File: config.mk
export PLATFORM = sky130hd
export DESIGN_NAME = regfile_alu_wb_flat
export DESIGN_NICKNAME = d
export VERILOG_FILES = /design/src/rtl/regfile_alu_wb_if.sv /design/src/rtl/regfile_alu_wb.sv /design/src/flat_wrapper.sv
export SDC_FILE = /design/constraint.sdc
export NUM_CORES = 1
export LEC_CHECK = 0
export CORE_ASPECT_RATIO = 1.5
export CORE_MARGIN = 2
export CORE_UTILIZATION = 55
export DETAILED_ROUTE_END_ITERATION = 6
export MAX_ROUTING_LAYER = met4
export PLACE_DENSITY = 0.88
export SYNTH_ARGS = -nofsm -noshare
export SYNTH_HDL_FRONTEND = slang
export SYNTH_SLANG_ARGS = --single-unit
File: constraint.sdc
create_clock -name clk -period 4.4 [get_ports clk]
set_input_delay 1.32 -clock clk [delete_from_list [all_inputs] [get_ports clk]]
set_output_delay 1.32 -clock clk [all_outputs]
set_load 0.005 [all_outputs]
File: src/rtl/regfile_alu_wb_if.sv
// rtl/regfile_alu_wb_if.sv - issue handshake and 3-port regfile bus for regfile_alu_wb
interface regfile_alu_wb_if #(
    parameter int WIDTH = 32,
    parameter int AW    = 5
);
    logic             in_valid;
    logic             in_ready;
    logic [2:0]       in_op;
    logic [AW-1:0]    in_rs1;
    logic [AW-1:0]    in_rs2;
    logic [AW-1:0]    in_rd;
    logic [AW-1:0]    ra1;
    logic [AW-1:0]    ra2;
    logic [WIDTH-1:0] rd1;
    logic [WIDTH-1:0] rd2;
    logic             we3;
    logic [AW-1:0]    wa3;
    logic [WIDTH-1:0] wd3;
    logic             done;
    logic             ovf;

    // master: the sequencer; slave: issue source plus register file
    modport master (
        input  in_valid, in_op, in_rs1, in_rs2, in_rd, rd1, rd2,
        output in_ready, ra1, ra2, we3, wa3, wd3, done, ovf
    );

    modport slave (
        output in_valid, in_op, in_rs1, in_rs2, in_rd, rd1, rd2,
        input  in_ready, ra1, ra2, we3, wa3, wd3, done, ovf
    );
endinterface

File: src/rtl/regfile_alu_wb.sv
// rtl/regfile_alu_wb.sv - four-state read/execute/writeback sequencer around a 3-port regfile
module regfile_alu_wb #(
    parameter int WIDTH = 32,
    parameter int AW    = 5
) (
    input  logic           clk,
    input  logic           reset_n,
    regfile_alu_wb_if.master bus
);

    typedef enum logic [1:0] {
        IDLE = 2'd0,
        READ = 2'd1,
        EXEC = 2'd2,
        WB   = 2'd3
    } state_t;

    localparam logic [2:0] OP_ADD = 3'd0;
    localparam logic [2:0] OP_SUB = 3'd1;
    localparam logic [2:0] OP_AND = 3'd2;
    localparam logic [2:0] OP_OR  = 3'd3;
    localparam logic [2:0] OP_XOR = 3'd4;
    localparam logic [2:0] OP_SLT = 3'd5;
    localparam logic [2:0] OP_SLL = 3'd6;
    localparam logic [2:0] OP_SRL = 3'd7;

    state_t           state;
    state_t           state_nx;
    logic [2:0]       op_q;
    logic [AW-1:0]    rd_q;
    logic [AW-1:0]    ra1_q;
    logic [AW-1:0]    ra2_q;
    logic [AW-1:0]    wa3_q;
    logic [WIDTH-1:0] a_q;
    logic [WIDTH-1:0] b_q;
    logic [WIDTH-1:0] wd3_q;
    logic             ovf_q;
    logic             accept;
    logic [WIDTH-1:0] sum;
    logic [WIDTH-1:0] diff;
    logic [WIDTH-1:0] alu_res;
    logic             alu_ovf;

    assign accept = (state == IDLE) && bus.in_valid;

    always_comb begin
        state_nx = state;
        case (state)
            IDLE:    if (bus.in_valid) state_nx = READ;
            READ:    state_nx = EXEC;
            EXEC:    state_nx = WB;
            WB:      state_nx = IDLE;
            default: state_nx = IDLE;
        endcase
    end

    always_comb begin
        sum     = a_q + b_q;
        diff    = a_q - b_q;
        alu_res = '0;
        alu_ovf = 1'b0;
        case (op_q)
            OP_ADD: begin
                alu_res = sum;
                alu_ovf = (a_q[WIDTH-1] == b_q[WIDTH-1]) && (sum[WIDTH-1] != a_q[WIDTH-1]);
            end
            OP_SUB: begin
                alu_res = diff;
                alu_ovf = (a_q[WIDTH-1] != b_q[WIDTH-1]) && (diff[WIDTH-1] != a_q[WIDTH-1]);
            end
            OP_AND:  alu_res = a_q & b_q;
            OP_OR:   alu_res = a_q | b_q;
            OP_XOR:  alu_res = a_q ^ b_q;
            OP_SLT:  alu_res = {{(WIDTH-1){1'b0}}, ($signed(a_q) < $signed(b_q))};
            OP_SLL:  alu_res = a_q << b_q[4:0];
            OP_SRL:  alu_res = a_q >> b_q[4:0];
            default: alu_res = '0;
        endcase
    end

    // Read/write address and data registers only load on entry to READ / WB, so they hold otherwise
    always_ff @(posedge clk or negedge reset_n) begin
        if (!reset_n) begin
            state <= IDLE;
            op_q  <= '0;
            rd_q  <= '0;
            ra1_q <= '0;
            ra2_q <= '0;
            wa3_q <= '0;
            a_q   <= '0;
            b_q   <= '0;
            wd3_q <= '0;
            ovf_q <= 1'b0;
        end else begin
            state <= state_nx;
            if (accept) begin
                op_q  <= bus.in_op;
                rd_q  <= bus.in_rd;
                ra1_q <= bus.in_rs1;
                ra2_q <= bus.in_rs2;
            end
            if (state == READ) begin
                a_q <= bus.rd1;
                b_q <= bus.rd2;
            end
            if (state == EXEC) begin
                wd3_q <= alu_res;
                wa3_q <= rd_q;
                ovf_q <= alu_ovf;
            end
        end
    end

    assign bus.in_ready = (state == IDLE);
    assign bus.ra1      = ra1_q;
    assign bus.ra2      = ra2_q;
    assign bus.wa3      = wa3_q;
    assign bus.wd3      = wd3_q;
    assign bus.done     = (state == WB);
    assign bus.we3      = (state == WB) && (rd_q != '0);
    assign bus.ovf      = (state == WB) && ovf_q;

endmodule

File: src/flat_wrapper.sv
// flat-port wrapper written by rule: the top's interface ports become plain ports
module regfile_alu_wb_flat 
#(
    parameter int WIDTH = 32,
    parameter int AW    = 5
)
  (clk, reset_n, bus_in_valid, bus_in_op, bus_in_rs1, bus_in_rs2, bus_in_rd, bus_rd1, bus_rd2, bus_in_ready, bus_ra1, bus_ra2, bus_we3, bus_wa3, bus_wd3, bus_done, bus_ovf);
  regfile_alu_wb_if #(.WIDTH(WIDTH), .AW(AW)) bus_i ();
  input  logic clk;
  input  logic reset_n;
  input wire logic [$bits(bus_i.in_valid)-1:0] bus_in_valid;
  input wire logic [$bits(bus_i.in_op)-1:0] bus_in_op;
  input wire logic [$bits(bus_i.in_rs1)-1:0] bus_in_rs1;
  input wire logic [$bits(bus_i.in_rs2)-1:0] bus_in_rs2;
  input wire logic [$bits(bus_i.in_rd)-1:0] bus_in_rd;
  input wire logic [$bits(bus_i.rd1)-1:0] bus_rd1;
  input wire logic [$bits(bus_i.rd2)-1:0] bus_rd2;
  output wire logic [$bits(bus_i.in_ready)-1:0] bus_in_ready;
  output wire logic [$bits(bus_i.ra1)-1:0] bus_ra1;
  output wire logic [$bits(bus_i.ra2)-1:0] bus_ra2;
  output wire logic [$bits(bus_i.we3)-1:0] bus_we3;
  output wire logic [$bits(bus_i.wa3)-1:0] bus_wa3;
  output wire logic [$bits(bus_i.wd3)-1:0] bus_wd3;
  output wire logic [$bits(bus_i.done)-1:0] bus_done;
  output wire logic [$bits(bus_i.ovf)-1:0] bus_ovf;
  assign bus_i.in_valid = bus_in_valid;
  assign bus_i.in_op = bus_in_op;
  assign bus_i.in_rs1 = bus_in_rs1;
  assign bus_i.in_rs2 = bus_in_rs2;
  assign bus_i.in_rd = bus_in_rd;
  assign bus_i.rd1 = bus_rd1;
  assign bus_i.rd2 = bus_rd2;
  assign bus_in_ready = bus_i.in_ready;
  assign bus_ra1 = bus_i.ra1;
  assign bus_ra2 = bus_i.ra2;
  assign bus_we3 = bus_i.we3;
  assign bus_wa3 = bus_i.wa3;
  assign bus_wd3 = bus_i.wd3;
  assign bus_done = bus_i.done;
  assign bus_ovf = bus_i.ovf;
  regfile_alu_wb #(.WIDTH(WIDTH), .AW(AW)) u_core (.clk(clk), .reset_n(reset_n), .bus(bus_i));
endmodule
== Yosys cells after proc, flatten, opt, wreduce, memory -nomap -nowiden ==
Cells that the tools add are included.
Storage, ports and cells
  flip-flop bits (word level): 122
  latch bits: 0
  bits in writable memories: 0
  memory bits (read-only): 0
  input port bits: 85
  output and inout bits: 51
  memories: 0
Operators by class
  $add $sub $neg: 2
  multiply operators: 0
  div/mod/pow operators: 0
  $lt $le $gt $ge: 1
  equality and inequality tests: 15
  shift operators: 2
  mux-type cells: 4
  bitwise logic cells: 3
  reduce and logical (&&, ||, !) cells: 8
Operator list (number)
  $pmux 32 s8: 1
  $add 32x32->32: 1
  $and 32x32->32: 1
  $lt 32x32->1: 1
  $or 32x32->32: 1
  $shl 32x5->32: 1
  $shr 32x5->32: 1
  $sub 32x32->32: 1
  $xor 32x32->32: 1
  $eq 3x3->1 const B: 4
  $pmux 2 s4: 1
  $eq 3x2->1 const B: 2
  $logic_and 1x1->1: 5
  $reduce_bool 5->1: 1
  $eq 2x2->1 const B: 2
  $eq 3x1->1 const B: 1
  $logic_not 3->1: 1
  $ne 1x1->1: 3
  $eq 2x1->1 const B: 1
  $logic_not 2->1: 1
  $mux 2: 1
  $ne 2x2->1 const B: 1
  $pmux 1 s2: 1
  $eq 1x1->1: 1

== Longest topological paths before layout ==
  depth after elaboration: 4
  depth in mapped cells: 15
  mapped depth without buffers: 12

== Worst setup path after synthesis ==
Ideal clock, no wire load.
  path type: flip-flop to flip-flop
  start point: reg u_core.b_q[2]
  end point: reg u_core.wd3_q[24], in the netlist u_core.bus.wd3[24]
  data arrival time: 3780 ps
  data required time: 4269 ps
  path slack: 489 ps
  stages on the path, launching flop included: 16
  buffers on the path: 4
  period minus slack after synthesis: 3911 ps
  path through: dfrtp_1 inv_1 buf_2 buf_1 clkbuf_1 ha_1 buf_4 or2_4 a221oi_4 o31ai_2 a211oi_2 a21oi_1 o31a_1 o221a_4 a211oi_2 a211oi_2
On the way
  word-level cells in the longest chain between the ends: 2
RTL lines
  start: declaration: line regfile_alu_wb.sv:35  | logic [WIDTH-1:0] b_q;
  start signal: assignment: line regfile_alu_wb.sv:104  | b_q <= bus.rd2;
  $sub 32x32->32 (tied with other cells): line regfile_alu_wb.sv:59  | diff = a_q - b_q;
  $pmux 32 s8 (*): line regfile_alu_wb.sv:62  | case (op_q)
  end signal: assignment: line regfile_alu_wb.sv:107  | wd3_q <= alu_res;
  end: declaration: line regfile_alu_wb.sv:36  | logic [WIDTH-1:0] wd3_q;
Mark *: on every way between the ends. The rest lies on a longest branch, timed or not.
A chain may end at the register's enable or synchronous reset.

== Worst setup path after layout ==
  start point: reg u_core.b_q[4]
  end point: reg u_core.wd3_q[29], in the netlist u_core.bus.wd3[29]
The elaborated chain is that of the path after synthesis.

==> results.toml <==
[floorplan]
start_util_pct = 55.79
num_rows = 68
core_area_sq_um = 22890
die_area_sq_um = 24480
io-pin-count = 136
die_x_um = 128.4
die_h_um = 190.6

[route]
drc = 3
ant_nets = 0
via_count = 14204
wl_per_cell_um = 28.42
firstDrtPassIters = 7
drt_iter0_markers = 1800
drt-total-wl_um = 56930
routed_via_density = 7.091

[final_layout]
mostFrequentLayoutCells = "nand2_1 (177), nor2_1 (164), o21ai_0 (145), clkdlybuf4s50_1 (134), a21oi_1 (125)"
register_area_sq_um = 3059
layout.nets = 1897
area_delta_synth_final_pct = 17.32
layout_commonest_cell = "nand2_1"
drive_gt1_share_pct = 9.756
n_fill_cell = 1896
multi_input_area_sq_um = 8812

[placed_design]
dp_hpwl_um = 42470
gp_congestion = 1.145
io_buffers = 135

[clocking]
insertion_delay_ps = 450
holdBufCountCts = 0
cts_tree = "done"
clockRootBuffer = "clkbuf_16"
htree_levels = 4
clk_pin_slew_ps = 70
numCtsBuffers = 17
cts_setup_buffers = 0
post_cts_resized = 0
numClockSinks = 122
max-clock-path-buffers = 2

[yosys]
yosys_warnings = 0
synth_flop_cell = "dfrtp_1"
synth_edf_count = 0
netlist_area_sq_um = 12770
synth_top_area_cell = "dfrtp_1"
synthArstFlopShare_pct = 100.0
ys_ff_latch = 122
synth_nets = 1808
synth_top_area_share_pct = 23.91
syn_area_per_cell_sq_um = 7.882
synth_cells = 1620
synthTopCellsByArea = "dfrtp_1 (24%), ha_1 (9.9%), o21ai_0 (5.7%)"
synth_seq_area_share_pct = 23.91
synth.distinct_cells = 81

[global_routing]
grt_antenna_before_repair = 1
grt_use_total_pct = 47.97
grt_pass1_wl_um = 84680
grt_max_degree = 84
grt.overflow.total = 0
grt_pass1_vias = 14053

[critical_path]
end_kind = "register"
crit_fanout = 8
path_common_cell = "a21oi_1"
arrival_ps = 4220
critPathKind = "reg2reg"
critPathSlowestCell = "ha_1"
slowest_delay_ps = 560
crit_chain = "inv_1 -> ha_1 -> nand3_1 -> a21oi_1 -> o21ai_0 -> a21oi_1 -> a21oi_1 -> or2_2 -> o21ai_0 -> a211oi_1 -> a211oi_1"
critical_path.top_delay_family = "compound AO/OA/AOI/OAI gates"
critPathLaunchType = "register"
path_buf_inv = 1
critPathRequiredTime_ps = 4770

[timing]
timing.fmax_mhz = 259.8
setup_viol = 0
rsz0062_at_grt = "no"
maxSlewViolCount = 0
worstMarginPinSlew_ps = 1190
min_period_over_period_pct = 87.49
fin_crit_ps = 3850
relSlewSlack_pct = 20.01
setup_tns_ps = 0
fin_skew_ps = 14.00
hold_violations = 0

[run_status]
violations = "DRC"
status = "finished with violations"

[worst_hold_path]
hold_path_class = "reg2reg"

[job]
maxCapViolCount = 0
==> final cells by class <==
cell class	count	share of cell area [%]
flip-flops and latches	122	20.42
diodes	1	0.01670
multi-input cells	1272	58.82
repair buffers	179	11.46
well taps	280	2.339
inverters	117	2.932
clock buffers	17	2.840
clock inverters	15	1.169
==> registers in the layout, indices dropped and copies added, names as in the netlist <==
| name | flops |
|---|---|
| u_core.state | 2 |
| u_core.ovf_q | 1 |
| u_core.bus.ra2 | 5 |
| u_core.a_q | 32 |
| u_core.bus.wd3 | 32 |
| u_core.b_q | 32 |
| u_core.bus.wa3 | 5 |
| u_core.rd_q | 5 |
| u_core.bus.ra1 | 5 |
| u_core.op_q | 3 |
==> stage by stage <==
stage	setup WS, ps	area [sq um]	hold WS [ps]	utilization (%)	cells
6_report	550.3	14980	507.9	65.45	2003
3_3_place_gp	818.7	14380	486.3	62.82	1970
2_1_floorplan	488.9	12770	487.5	-	1620
4_1_cts	783.2	14980	507.0	65.44	2002
3_5_place_dp	804.6	14380	493.5	62.82	1970
5_1_grt	531.0	14980	520.6	65.45	2003
==> cells in the mapped netlist, drive strengths merged, types with 24 or more instances <==
cell type  count
o22ai         24
inv          116
dfrtp        122
mux2i         68
nor2         165
a21oi        126
clkbuf        70
o21ai        150
buf           39
nand2        177
mux4          25
ha           101
mux2          41
nand3         34
==> metal layers <==
metal	routed length (um)	global-route usage [%]
met2	26040	74.84
met1	19040	51.24
met4	6502	42.94
met3	5340	9.287
met5	0	-
==> final timing paths <==
| kind | start | slack [ps] | depth (start not counted) | to |
|---|---|---|---|---|
| min | u_core.bus.ra2[1] | 510 | 1 | u_core.bus.ra2[1] |
| min reg2reg | u_core.bus.ra2[1] | 510 | 1 | u_core.bus.ra2[1] |
| min in group asynchronous | reset_n | 930 | 1 | u_core.rd_q[1] |
| max reg2reg | u_core.b_q[4] | 550 | 11 | u_core.bus.wd3[29] |
| max in group asynchronous | reset_n | 2560 | 2 | u_core.a_q[7] |
| max | u_core.b_q[4] | 550 | 11 | u_core.bus.wd3[29] |
==> kinds of logic after synthesis <==
logic type,after synthesis,synth area share (%)
flops,122,23.91
fa+ha+maj,103,10.21
simple gates,474,16.13
compound gates,538,27.57
xor+xnor,23,1.578
buf+inv,226,7.251
mux,134,13.36
Power is left out: the tool's default activity adds up to more than one toggle a clock period on the data nets, which glitch-free logic cannot reach.
